[src/rtl/mult16s_accum_pkg.sv]
// rtl/mult16s_accum_pkg.sv - shared constants, state enum and sign-extension helper for the product accumulator
package mult16s_accum_pkg;

    localparam int PROD_W_DEF = 32;
    localparam int ACC_W_DEF  = 40;
    localparam int CNT_W_DEF  = 8;

    // Widest product/accumulator the sign-extension helper supports.
    localparam int SEXT_MAX_W = 64;

    typedef enum logic {
        ACCUM = 1'b0,
        HOLD  = 1'b1
    } acc_state_t;

    // Sign-extend the low w bits of v to SEXT_MAX_W bits.
    // The value is shifted up to the top, then shifted back down arithmetically.
    function automatic logic [SEXT_MAX_W-1:0] sext64(input logic [SEXT_MAX_W-1:0] v,
                                                     input int unsigned w);
        logic signed [SEXT_MAX_W-1:0] t;
        t = $signed(v << (SEXT_MAX_W - w));
        return t >>> (SEXT_MAX_W - w);
    endfunction

endpackage

[src/rtl/mult16s_acc_adder.sv]
// rtl/mult16s_acc_adder.sv - combinational signed add with overflow detect; clamps under MULT16S_ACCUM_SATURATE_EN
module mult16s_acc_adder #(
    parameter int ACC_W = 40
) (
    input  logic [ACC_W-1:0] a_i,
    input  logic [ACC_W-1:0] b_i,
    output logic [ACC_W-1:0] sum_o,
    output logic             ovf_o
);

    logic [ACC_W-1:0] raw_sum;

    // Two's complement add; overflow when the addends share a sign and the sum does not.
    always_comb begin
        raw_sum = a_i + b_i;
        ovf_o   = (a_i[ACC_W-1] == b_i[ACC_W-1]) && (raw_sum[ACC_W-1] != a_i[ACC_W-1]);
`ifdef MULT16S_ACCUM_SATURATE_EN
        if (ovf_o) begin
            sum_o = a_i[ACC_W-1] ? {1'b1, {(ACC_W-1){1'b0}}} : {1'b0, {(ACC_W-1){1'b1}}};
        end else begin
            sum_o = raw_sum;
        end
`else
        sum_o = raw_sum;
`endif
    end

endmodule

[src/rtl/mult16s_product_accumulator.sv]
// rtl/mult16s_product_accumulator.sv - signed product dot-product accumulator; optional clamp via MULT16S_ACCUM_SATURATE_EN
module mult16s_product_accumulator
    import mult16s_accum_pkg::*;
#(
    parameter int PROD_W = PROD_W_DEF,
    parameter int ACC_W  = ACC_W_DEF,
    parameter int CNT_W  = CNT_W_DEF
) (
    input  logic              clk,
    input  logic              rst,
    input  logic              in_valid,
    output logic              in_ready,
    input  logic [PROD_W-1:0] in_product,
    input  logic              in_last,
    output logic              out_valid,
    input  logic              out_ready,
    output logic [ACC_W-1:0]  out_acc,
    output logic [CNT_W-1:0]  out_count,
    output logic              out_overflow
);

    acc_state_t       state_q, state_d;
    logic [ACC_W-1:0] acc_q, acc_d;
    logic [CNT_W-1:0] cnt_q, cnt_d;
    logic             ovf_q, ovf_d;
    logic [ACC_W-1:0] out_acc_q, out_acc_d;
    logic [CNT_W-1:0] out_count_q, out_count_d;
    logic             out_ovf_q, out_ovf_d;

    logic [ACC_W-1:0] prod_ext;
    logic [ACC_W-1:0] sum;
    logic             add_ovf;
    logic [CNT_W-1:0] cnt_inc;
    logic             accept;

    assign prod_ext = ACC_W'(sext64(SEXT_MAX_W'(in_product), PROD_W));
    assign cnt_inc  = (cnt_q == {CNT_W{1'b1}}) ? cnt_q : cnt_q + CNT_W'(1);

    assign out_valid    = (state_q == HOLD);
    assign in_ready     = !out_valid || out_ready;
    assign accept       = in_valid && in_ready;
    assign out_acc      = out_acc_q;
    assign out_count    = out_count_q;
    assign out_overflow = out_ovf_q;

    // acc_q is already cleared while in HOLD, so a product accepted there starts a fresh sequence.
    mult16s_acc_adder #(.ACC_W(ACC_W)) u_adder (
        .a_i   (acc_q),
        .b_i   (prod_ext),
        .sum_o (sum),
        .ovf_o (add_ovf)
    );

    // Next-state: accumulate, close a sequence into the result registers, or release a held result.
    always_comb begin
        state_d     = state_q;
        acc_d       = acc_q;
        cnt_d       = cnt_q;
        ovf_d       = ovf_q;
        out_acc_d   = out_acc_q;
        out_count_d = out_count_q;
        out_ovf_d   = out_ovf_q;

        if (state_q == HOLD && out_ready) begin
            state_d = ACCUM;
        end

        if (accept) begin
            if (in_last) begin
                out_acc_d   = sum;
                out_count_d = cnt_inc;
                out_ovf_d   = ovf_q | add_ovf;
                acc_d       = '0;
                cnt_d       = '0;
                ovf_d       = 1'b0;
                state_d     = HOLD;
            end else begin
                acc_d = sum;
                cnt_d = cnt_inc;
                ovf_d = ovf_q | add_ovf;
            end
        end
    end

    // State and datapath registers with synchronous reset.
    always_ff @(posedge clk) begin
        if (rst) begin
            state_q     <= ACCUM;
            acc_q       <= '0;
            cnt_q       <= '0;
            ovf_q       <= 1'b0;
            out_acc_q   <= '0;
            out_count_q <= '0;
            out_ovf_q   <= 1'b0;
        end else begin
            state_q     <= state_d;
            acc_q       <= acc_d;
            cnt_q       <= cnt_d;
            ovf_q       <= ovf_d;
            out_acc_q   <= out_acc_d;
            out_count_q <= out_count_d;
            out_ovf_q   <= out_ovf_d;
        end
    end

endmodule

[config.mk]
export PLATFORM = sky130hd
export DESIGN_NAME = mult16s_product_accumulator
export DESIGN_NICKNAME = d
export VERILOG_FILES = /design/src/rtl/mult16s_accum_pkg.sv /design/src/rtl/mult16s_acc_adder.sv /design/src/rtl/mult16s_product_accumulator.sv
export SDC_FILE = /design/constraint.sdc
export NUM_CORES = 1
export LEC_CHECK = 0
export CAP_MARGIN = 20
export CORE_MARGIN = 4
export CORE_UTILIZATION = 30
export DETAILED_ROUTE_END_ITERATION = 8
export GPL_TIMING_DRIVEN = 1
export MAX_ROUTING_LAYER = met4
export PLACE_DENSITY_LB_ADDON = 0.25
export RECOVER_POWER = 50
export SLEW_MARGIN = 20
export SYNTH_ARGS = -nofsm -noshare
export SYNTH_HDL_FRONTEND = slang
export SYNTH_SLANG_ARGS = --single-unit
[constraint.sdc]
create_clock -name clk -period 5.12 [get_ports clk]
set_input_delay 1.024 -clock clk [delete_from_list [all_inputs] [get_ports clk]]
set_output_delay 1.024 -clock clk [all_outputs]
set_load 0.005 [all_outputs]
======== Yosys cells after proc, flatten, opt, wreduce, memory -nomap -nowiden ========
Index checks and enable logic that the tools add are counted.
operators by class
  $add $sub $neg .......................... 2
  $mul .................................... 0
  divide/modulo/power cells ............... 0
  magnitude comparators ................... 0
  equal/unequal tests ..................... 3
  shift operators ......................... 0
  mux-type cells .......................... 7
  bitwise operators ....................... 1
  reduce and logical (&&, ||, !) cells .... 6
operators with widths
  operator               count
  $add A40 B40 Y40       1
  $mux W40               1
  $mux W8                2
  $add A8 B1 Y8 const B  1
  $eq A8 B8 Y1 const B   1
  $mux W1                4
  $logic_and A1 B1 Y1    3
  $reduce_and A2 Y1      1
  $eq A1 B1 Y1           1
  $logic_not A1 Y1       1
  $logic_or A1 B1 Y1     1
  $ne A1 B1 Y1           1
  $or A1 B1 Y1           1
storage, ports and cells
  flip-flop bits (word level) ............. 99
  latch bits .............................. 0
  RAM bits ................................ 0
  bits in read-only memories .............. 0
  input port bits ......................... 37
  output and inout port bits .............. 51
  word-level logic and storage cells ...... 26
  memories kept ........................... 0

======== Longest topological paths before layout ========
Gate-level depths: netlist of run 1.
  depth in word-level cells ............... 5
  depth in mapped cells ................... 12
  mapped depth without buffers ............ 12

======== Hierarchy ========
Synthesis of run 1 repeated with hierarchy kept, for this count alone.
second synthesis, totals
  cell total of the unflattened synthesis .. 697
  area, all modules ....................... 5931.9 um^2
by module, submodules not included
  module                       times used  cells each  area an instance (um^2)
  mult16s_product_accumulator  1           366         3674.8
  mult16s_acc_adder            1           331         2257.2

======== Worst setup path after synthesis of run 1 ========
Ideal clock, no wire load.
  path type ............................... input port to flip-flop
  start ................................... input port in_product[0]
  end ..................................... register acc_q[36]
  data arrival time ....................... 3.410 ns
  required time ........................... 5.003 ns
  setup slack ............................. 1.593 ns
  stages on the path ...................... 12
  path buffers ............................ 0
  cell sequence ........................... ha_1 -> inv_1 -> fa_1 -> nand2b_1 -> a21oi_1 -> o41a_4 -> a221oi_2 -> o41a_2 -> o21ai_1 -> a41oi_2 -> xnor2_1 -> a22o_1
between the ends
  cells in the longest elaborated chain, start to end .. 2
ends and longest elaborated chain
  element               line                               RTL
  start, declared       mult16s_product_accumulator.sv:13  input logic [PROD_W-1:0] in_product,
  $add A40 B40 Y40      mult16s_acc_adder.sv:15            raw_sum = a_i + b_i;
  $mux W40              mult16s_product_accumulator.sv:69  if (in_last) begin
  end signal, assigned  mult16s_product_accumulator.sv:89  acc_q <= '0;
  end signal, assigned  mult16s_product_accumulator.sv:97  acc_q <= acc_d;
  end, declared         mult16s_product_accumulator.sv:23  logic [ACC_W-1:0] acc_q, acc_d;
No other way between the ends.
A chain may end at the register's enable or synchronous reset.

======== Worst setup path after layout of run 1 ========
Ends and elaborated chain as after synthesis.

==> results.md, run 1 <==
* Status: finished clean
* Cell family with most CP delay: compound AO/OA/AOI/OAI gates
* Synth warn at 0
* Synth Register Bits at 99
* Synth Area in XOR/XNOR at 0.0668
* Top FF cell, synth: dfxtp_1
* Initial antenna violation count at 0
* DRC at 0
* Core ar. at around 18,000 µm²
* Metal2 WL at about 7.3 mm
* Post-synthesis compound-gate area fraction at 0.291
* Clk sink count at 99
* Gr usage total at 0.157
* Period utilization at 0.778
* Synth Area in Simple Gates at 0.153
* DRT Wirelength at 15.7 mm
* Bufs on Longest Clock Path at 2
* Height of the die at around 140 µm
* VDD IR max at 0.173 mV
* Vias in the first global route at 5,177
* CTS H-Tree Depth at 3
* Port Buffers at 87
* Top layer in use: met4
* Post-synth EDFFs at 0
* Cell variety after synth at slightly below 60
* Post-layout min period at approximately 4000 ps
* Type of origin of the critical path: primary input
* # IOs at 88
* Routed vias at around 5,100
* Row Count at between 40 and 50
* Commonest non-fill, non-tap cell in the layout: dfxtp_1
* Num CTS Buffers at 9
* Synth Area in Adders at 0.0929
* First-pass GRT wire length at 25.6 mm
* Async S/R FF share, synth at 0
* Max frequency at roughly 250 MHz
* Register clock-pin slew on the reported worst setup and hold paths at around 70 ps
* Fraction of layout instances using a drive strength above 1 at 0.0512
* Worst endpoint required time at about 5400 ps
* Nets@finish at around 800
* RSZ-0062 raised after global routing: no
* CP max stage delay at around 530 ps
* Synthesized instance count at between 600 and 700
* Worst relative slew slack at 0.0511
* Most frequent cells in the layout: dfxtp_1 (99), nor2_1 (72), dlygate4sd3_1 (53), a22o_1 (52), nand2_1 (49)
* Clock root cell: clkbuf_16
* Layout area overhead at 23.9%
* CTS tree: yes
* Final Max Tran Viols at 0
* Metal3 WL at 475 µm
* Die W at 145 µm
* M1 WL at 7.59 mm
* Vias per inst at around 5.4
* DRT iter0 DRCs at 355
* Setup TNS Final at 0 ps
* Largest family of logic cells by synthesized area: compound AO/OA/AOI/OAI gates
* Synthesized cell area at 5600 µm²
* Critical Path AT at around 4200 ps
* Post-CTS Setup Repair Bufs at 0
* Final ANT Viol Nets at 0
* Total power divided by cell area at approximately 280 nW/µm²
* Hold Crit Class: flop to flop
* Cts-stage hold buffer count at 0
* WHS at about 450 ps
* First-pass iteration count of the detailed router at 5
* # Max-Cap Violations at 0
* Final GP Congestion at between 0.8 and 0.9
* Post-CTS Resized at 0
* Syn Area/Cell at 8.62 µm²
* Pleak at a little over 3 nW
* Final Setup Violations at 0
* Worst path slowest cell: dlygate4sd3_1
* Syn_nets at 728
* Ant diodes at 0
* Grt total ovfl at 0
* DR WL/cell at between 15 and 20 µm
* Seq/Total Area, Yosys at 0.354
* Clk_lat worst skew at approximately 360 ps
* Initial Util at 0.309
* Worst-Margin Slew at between 1000 and 1500 ps
* CP Class: primary input to flop
* Worst setup EP type: flop
* Final Hold Fails at 0
* CP Max Fanout at 4
* Fill cells at approximately 1,800
* Setup Skew at between 6 and 7 ps
* CP bufs+invs at 2
* DPL Wire Length at approximately 11 mm
* Crit-path cells: dlygate4sd3_1 -> ha_1 -> inv_1 -> fa_1 -> nand2b_1 -> a21oi_1 -> o41a_4 -> a221oi_2 -> o41a_2 -> o21ai_1 -> a41oi_2 -> xnor2_1 -> a22o_1
* Full die area at between 20,000 and 25,000 µm²
* Largest net degree at the start of global routing at 31
* Mux contribution to synthesized area at 0.0107
where the power goes:
group,switching (W),total (W),leakage [nW],internal (W)
combinational,0.000240,0.000438,2.11,0.000197
clock,0.000320,0.000647,0.123,0.000327
sequential,0.0000250,0.000839,0.807,0.000814
total,0.000586,0.00192,3.04,0.00134
cell families (layout without fill, tap and decap cells):
kind of cell / count (synthesis) / after routing
compound gates: 227 / 227
xor+xnor: 41 / 41
fa+ha+maj: 41 / 41
buf+inv: 46 / 119
flops: 99 / 99
mux: 6 / 6
simple gates: 190 / 190
registers in the layout, indices dropped and copies added (netlist names):
name          count
cnt_q             8
out_acc          40
out_valid         1
out_count         8
out_overflow      1
ovf_q             1
acc_q            40
layer usage:
layer	GRT usage	vias up
met5	-	-
met4	0.0619	0
met3	0.0269	26
met2	0.254	123
met1	0.196	2429
li1	-	2526
tightest hold or removal path, cell delays in order (launching register included):
cell and delay, ps:
dfxtp_1 320, nand2_1 40, o21ai_0 50
through the flow:
stage | utilization | power, W | instances | cell area (µm²) | setup slack (ps)
after floorplan | - | 0.00114 | 650 | 5600 | 1590
after global placement | 0.368 | 0.00130 | 936 | 6680 | 887
after detailed placement | 0.368 | 0.00130 | 936 | 6680 | 852
after CTS | 0.383 | 0.00195 | 952 | 6950 | 1220
after global routing | 0.382 | 0.00202 | 952 | 6940 | 940
final | 0.382 | 0.00192 | 952 | 6940 | 1140
final cells by class:
class / instances / area, µm² / share of cell area
multi-input cells: 505 / 3450 / 0.497
well taps: 229 / 287 / 0.0413
inverters: 9 / 33.8 / 0.00487
repair buffers: 94 / 916 / 0.132
clock buffers: 9 / 225 / 0.0324
clock inverters: 7 / 45.0 / 0.00649
flip-flops and latches: 99 / 1980 / 0.286
path summary, 6_finish.rpt:
path                  endpoint  slack (ps)          start  depth (start not counted)
setup reg to reg     acc_q[36]        1960       acc_q[0]                         12
hold / removal    out_count[4]         450   out_count[4]                          2
setup / recovery     acc_q[36]        1140  in_product[0]                         13
hold reg to reg   out_count[4]         450   out_count[4]                          2
synth_stat cells, drive strengths merged, types with 2 or more instances:
cell,instances,area share
a211oi,5,0.0076
a21o,23,0.031
a21oi,48,0.044
a221oi,3,0.0069
a22o,52,0.081
a22oi,23,0.031
a31oi,9,0.011
a41oi,3,0.0060
and2,5,0.0056
and3,10,0.011
buf,4,0.0040
clkbuf,33,0.022
dfxtp,99,0.35
ha,40,0.089
inv,9,0.0060
mux2i,6,0.011
nand2,49,0.033
nand2b,9,0.010
nand3,16,0.014
nand3b,2,0.0027
nand4,3,0.0034
nor2,72,0.048
nor2b,3,0.0034
nor3,12,0.011
o211ai,3,0.0049
o21a,2,0.0027
o21ai,40,0.036
o31ai,3,0.0040
o41a,3,0.0080
o41ai,2,0.0031
or2,3,0.0034
or3,3,0.0034
xnor2,25,0.039
xor2,15,0.023
(Power assumes the default switching activity.)
==> run 2, diff against run 1 <==
- clock period: 5.12 -> 4.2 ns (I/O delays scaled with it)
==> run 2 against run 1 <==
The run now ends with capacitance limit, slew limit left. Design area is 0.45% higher. Via count hardly changed. Clock power is 19% higher. Critical endpoint is now out_acc[36]. Register-to-register slack worse by 880 ps. Count of clock-buffer cells in the layout is 3 higher. Clock skew is 2.6 ps higher. First-iteration DRC count is 9.0% higher. Worst hold slack worse by 2.4 ps. Critical path depth stayed put.
==> results.md, run 2 (synthesis gave the netlist of run 1 again) <==
* Initial Util at 0.309 (unchanged)
* Clock root cell: clkbuf_16
* Final ANT Viol Nets at 0 (unchanged)
* Placed cell areas at 6730 µm² (+0.67%)
* Reg power frac at 0.439 (+0.003)
* Bufs on Longest Clock Path at 2 (unchanged)
* Most frequent cells in the layout: dfxtp_1 (99), nor2_1 (72), a22o_1 (52), dlygate4sd3_1 (52), nand2_1 (49)
* CTS H-Tree Depth at 3 (unchanged)
* DR WL/cell at 16.4 µm (-0.73%)
* Type of origin of the critical path: primary input
* Clk pwr share at 0.330 (-0.006)
* First-pass GRT wire length at 25.2 mm (-1.4%)
* Hold Crit Class: flop to flop
* CP Max Fanout at 4 (unchanged)
* Worst relative slew slack at -0.168 (-0.219)
* Period utilization at 0.889
* Worst endpoint required time at 4440 ps (-940 ps)
* Worst-Margin Slew at 1750 ps (+328 ps)
* Status: finished with violations
* Routed vias at 5,103 (-0.020%)
* Num CTS Buffers at 9 (unchanged)
* Final GP Congestion at 0.878 (-0.94%)
* VDD IR max at 0.217 mV (+26%)
* Height of the die at 145 µm (unchanged)
* DRT Wirelength at 15.7 mm (-0.10%)
* Vias per inst at 5.33 (-0.65%)
* First-pass iteration count of the detailed router at 5 (unchanged)
* Sequential cell area at 1980 µm² (unchanged)
* # IOs at 88 (unchanged)
* Final Hold Fails at 0 (unchanged)
* Setup Skew at 9.29 ps (+2.64 ps)
* Dpl ws at 132 ps (-720 ps)
* Ant diodes at 0 (unchanged)
* Register clock-pin slew on the reported worst setup and hold paths at 60 ps (about the same)
* DRC at 0 (unchanged)
* Internal power at 0.00164 W (+22%)
* Fill cells at 1,831 (+0.88%)
* Post-layout min period at 3730 ps
* Pleak at 3.06 nW (+0.53%)
* Post-CTS Setup Repair Bufs at 0 (unchanged)
* CP Class: primary input to flop
* Combinational share of power at 0.231 (+0.003)
* DPL Wire Length at 11.5 mm (+0.66%)
* Clk sink count at 99 (unchanged)
* Worst Reg2Reg Path Length in Cells at 12 (unchanged)
* Port Buffers at 87 (unchanged)
* Largest net degree at the start of global routing at 30 (-3.2%)
* Final worst-path setup slack at 465 ps (-670 ps)
* Fraction of layout instances using a drive strength above 1 at 0.0508 (-0.000421)
* Core ar. at 18,100 µm² (unchanged)
* RSZ-0062 raised after global routing: no
* Worst hold stages at 2 (unchanged)
* Total power divided by cell area at 334 nW/µm² (+21%)
* Die W at 145 µm (unchanged)
* Post-CTS Resized at 0 (unchanged)
* CTS tree: yes
* Nets@finish at 802 (+0.75%)
* Psw at 0.000692 W (+18%)
* Max frequency at about 270 MHz
* Setup TNS Final at 0 ps (unchanged)
* Multi-input gate area at 3450 µm² (unchanged)
* Grt total ovfl at 0 (unchanged)
* Row Count at 49 (unchanged)
* # Max-Cap Violations at 1 (+1)
* Critical Path AT at 3970 ps (-270 ps)
* Final Setup Violations at 0 (unchanged)
* Design Area, Final at 6970 µm² (+0.45%)
* Clk_lat worst skew at 360 ps (about the same)
* Worst setup EP type: flop
* Gr usage total at 0.155 (-0.00227)
* Full die area at 20,900 µm² (unchanged)
* Initial antenna violation count at 0 (unchanged)
* Sw Ratio at 0.297 (-0.00763)
* Final Max Tran Viols at 30 (+30)
* Failing checks: capacitance limit, slew limit
* Vias in the first global route at 4,952 (-4.3%)
* DRT iter0 DRCs at 387 (+9.0%)
* Commonest non-fill, non-tap cell in the layout: dfxtp_1
* Cts-stage hold buffer count at 0 (unchanged)
* Layout area overhead at 24.4%
## run 2: cell count changes in the layout (fill, tap and decap cells not counted)
cell	previous run	this run
and2_1	4	5
or2_0	1	2
clkbuf_1	2	7
clkinvlp_4	4	3
and2_0	1	0
clkinv_2	3	1
dlygate4sd3_1	53	52
or2_2	2	1
clkdlybuf4s50_1	34	35
buf_4	5	9
## run 2: layout make-up
cell class / instances / area share
Tap cell: 229 / 0.0411
Inverter: 9 / 0.00485
Sequential cell: 99 / 0.284
Clock buffer: 12 / 0.0339
Multi-Input combinational cell: 505 / 0.495
Timing Repair Buffer: 100 / 0.137
Clock inverter: 4 / 0.00395
## run 2: worst paths after layout
check / start / end / slack, ps
hold / removal: out_count[5] / out_count[5] / 450
hold reg to reg: out_count[5] / out_count[5] / 450
setup reg to reg: acc_q[0] / out_acc[36] / 1080
setup / recovery: in_product[0] / out_acc[36] / 470
## run 2: power groups by stage
stage	logic, W	clock network [W]	registers (W)
6_report	0.000539	0.000769	0.00102
4_1_cts	0.000554	0.000798	0.00102
3_5_place_dp	0.000549	0	0.00105
2_1_floorplan	0.000353	0	0.00104
5_1_grt	0.000596	0.000828	0.00103
3_3_place_gp	0.000544	0	0.00104
## run 2: routing by layer
layer,part of all wire,GRT usage,wire length (µm),vias to the layer above
met5,0,-,0,-
met4,0.028,0.0673,439,0
met3,0.037,0.0184,586,32
met2,0.45,0.238,7100,135
met1,0.48,0.206,7580,2390
li1,-,-,-,2546
## run 2: worst max-delay path, cell delays in order
cell and delay, ps:
clkdlybuf4s50_1 460, ha_1 160, inv_1 50, fa_1 390, nand2b_1 190, a21oi_1 210
o41a_4 220, a221oi_2 90, o41a_2 530, o21ai_1 290, a41oi_2 160, xnor2_1 160
a22o_1 200
## run 2: stage by stage
stage	utilization	std cells	hold WS, ps	power [W]
after detailed placement	0.371	942	444	0.00159
after CTS	0.385	958	460	0.00238
after global placement	0.371	942	437	0.00159
final	0.384	958	445	0.00233
after floorplan	-	650	426	0.00139
after global routing	0.384	958	477	0.00245
==> run 3, diff against run 2 <==
- MAX_ROUTING_LAYER: met4 -> unset
==> run 3 against run 2 <==
The run still ends with capacitance limit, slew limit left. Die area unchanged. Cell count down 0.10%. Global-route usage is 0.16 points lower. Largest cell class unchanged. Highest routed layer unchanged.
==> results.md, run 3 (synthesis gave the netlist of run 1 again) <==
* Worst-Margin Slew at 1540 ps (-214 ps)
* # IOs at 88 (unchanged)
* Design Area, Final at 7000 µm² (+0.36%)
* RSZ-0062 raised after global routing: no
* Final GP Congestion at 0.854 (-2.7%)
* Clk_lat worst skew at 360 ps (about the same)
* Final Max Tran Viols at 30 (unchanged)
* Reg2reg start: acc_q[0]
* Period utilization at 0.908 (+0.0192)
* R2R setup slack at 1060 ps (-20 ps)
* DRC at 0 (unchanged)
* Final ANT Viol Nets at 0 (unchanged)
* Die W at 145 µm (unchanged)
* CP Max Fanout at 4 (unchanged)
* WHS Endpoint: out_count[4]
* Bufs on Longest Clock Path at 2 (unchanged)
* CP Class: primary input to flop
* Worst Reg2Reg Path Length in Cells at 12 (unchanged)
* Cell family with most CP delay: compound AO/OA/AOI/OAI gates
* DRT iter0 DRCs at 363 (-6.2%)
* Post-layout min period at 3820 ps (+80.7 ps)
* Crit-path cells: dlygate4sd3_1 -> ha_1 -> inv_1 -> fa_1 -> nand2b_1 -> a21oi_1 -> o41a_4 -> a221oi_2 -> o41a_2 -> o21ai_1 -> a41oi_2 -> xnor2_1 -> a22o_1
* Type of origin of the critical path: primary input
* DRT Wirelength at 15.6 mm (-0.62%)
* VDD IR max at 0.197 mV (-9.0%)
* Worst hold stages at 2 (unchanged)
* Port Buffers at 87 (unchanged)
* Worst hold start: out_count[4]
* Core ar. at 18,100 µm² (unchanged)
* Routed vias at 5,089 (-0.27%)
* Ant diodes at 0 (unchanged)
* RR Endpoint: acc_q[36]
* Failing checks: capacitance limit, slew limit
* Placed cell areas at 6720 µm² (-0.11%)
* CP bufs+invs at 2 (unchanged)
* Clock root cell: clkbuf_16
* Setup TNS Final at 0 ps (unchanged)
* Layout area overhead at 24.9%
* Pleak at 3.07 nW (+0.48%)
* Worst endpoint required time at 4460 ps (+20 ps)
* CP max stage delay at 540 ps (about the same)
* Gr usage total at 0.153 (-0.00160)
* Height of the die at 145 µm (unchanged)
* Nets@finish at 801 (-0.12%)
* CTS H-Tree Depth at 3 (unchanged)
* Row Count at 49 (unchanged)
* Largest net degree at the start of global routing at 38 (+27%)
* Full die area at 20,900 µm² (unchanged)
* DPL Wire Length at 11.4 mm (-0.51%)
* First-pass GRT wire length at 25.7 mm (+1.8%)
* Worst relative slew slack at -0.0251 (+0.143)
* Num CTS Buffers at 9 (unchanged)
* Total power divided by cell area at 346 nW/µm² (+3.4%)
* Critical Path AT at 4080 ps (+110 ps)
* Setup Skew at 10.5 ps (+1.25 ps)
* Register clock-pin slew on the reported worst setup and hold paths at 70 ps (about the same)
* Grt total ovfl at 0 (unchanged)
* Initial antenna violation count at 0 (unchanged)
* Worst setup EP type: flop
* Worst path slowest cell: dlygate4sd3_1
* Post-CTS Resized at 0 (unchanged)
* Commonest non-fill, non-tap cell in the layout: dfxtp_1
* Cts-stage hold buffer count at 0 (unchanged)
* Final Setup Violations at 0 (unchanged)
* Hold Crit Class: flop to flop
* DR WL/cell at 16.3 µm (-0.52%)
* Fraction of layout instances using a drive strength above 1 at 0.0508 (+0.0000697)
* Vias in the first global route at 5,133 (+3.7%)
* Status: finished with violations
* First-pass iteration count of the detailed router at 5 (unchanged)
* Post-CTS Setup Repair Bufs at 0 (unchanged)
* Final Hold Fails at 0 (unchanged)
* Max frequency at 262 MHz (-2.1%)
* Most frequent cells in the layout: dfxtp_1 (99), nor2_1 (72), dlygate4sd3_1 (53), a22o_1 (52), nand2_1 (49)
* Clk sink count at 99 (unchanged)
* Vias per inst at 5.32 (-0.17%)
* CTS tree: yes
* Initial Util at 0.309 (unchanged)
* # Max-Cap Violations at 1 (unchanged)
* Total Power at 0.00242 W (+3.8%)
==> run 3: cell count changes in the layout (fill, tap and decap cells not counted), sizes merged <==
cell | previous run | this run
buf | 9 | 8
bufinv | 0 | 1
clkdlybuf4s50 | 35 | 34
clkinvlp | 3 | 2
dlygate4sd3 | 52 | 53
==> run 3: final cells by class <==
class	instances	area, µm²
Fill cell	1829	11200
Inverter	9	33.8
Tap cell	229	287
Multi-Input combinational cell	505	3450
Sequential cell	99	1980
Timing Repair Buffer	99	946
Clock buffer	12	246
Clock inverter	4	50.0
==> run 3: metrics by stage <==
stage          hold slack (ps)   util  std cells  setup slack (ps)
2_1_floorplan              426      -        650               857
3_3_place_gp               439  0.370        941               143
3_5_place_dp               446  0.370        941               100
4_1_cts                    462  0.387        957               490
5_1_grt                    478  0.386        957               237
6_report                   450  0.386        957               385
==> run 3: how the worst max path moves through the flow <==
stage,endpoint,startpoint,slack [ps],cells past startpoint
after detailed placement,acc_q[36],in_product[0],100,13
after CTS,acc_q[36],in_product[0],490,13
after global routing,out_acc[36],in_product[0],240,13
final,acc_q[36],in_product[0],380,13
after global placement,acc_q[36],in_product[0],140,13
after floorplan,acc_q[36],in_product[0],860,12
==> run 3: tightest hold or removal path, cell delays in order (launching register included) <==
cell	delay, ps
dfxtp_1	320
nand2_1	40
o21ai_0	50
==> run 3: power breakdown <==
group / internal [W] / total [W] / switching [W]
clock network: 0.000478 / 0.000860 / 0.000382
registers: 0.000992 / 0.00102 / 0.0000303
logic: 0.000244 / 0.000537 / 0.000293
total: 0.00171 / 0.00242 / 0.000705
==> run 3: per-layer routing <==
layer	wire length [µm]	global-route usage	vias to the layer above
met5	0	0	-
met4	367	0.0599	0
met3	623	0.0342	27
met2	7150	0.247	136
met1	7470	0.200	2385
li1	-	-	2541
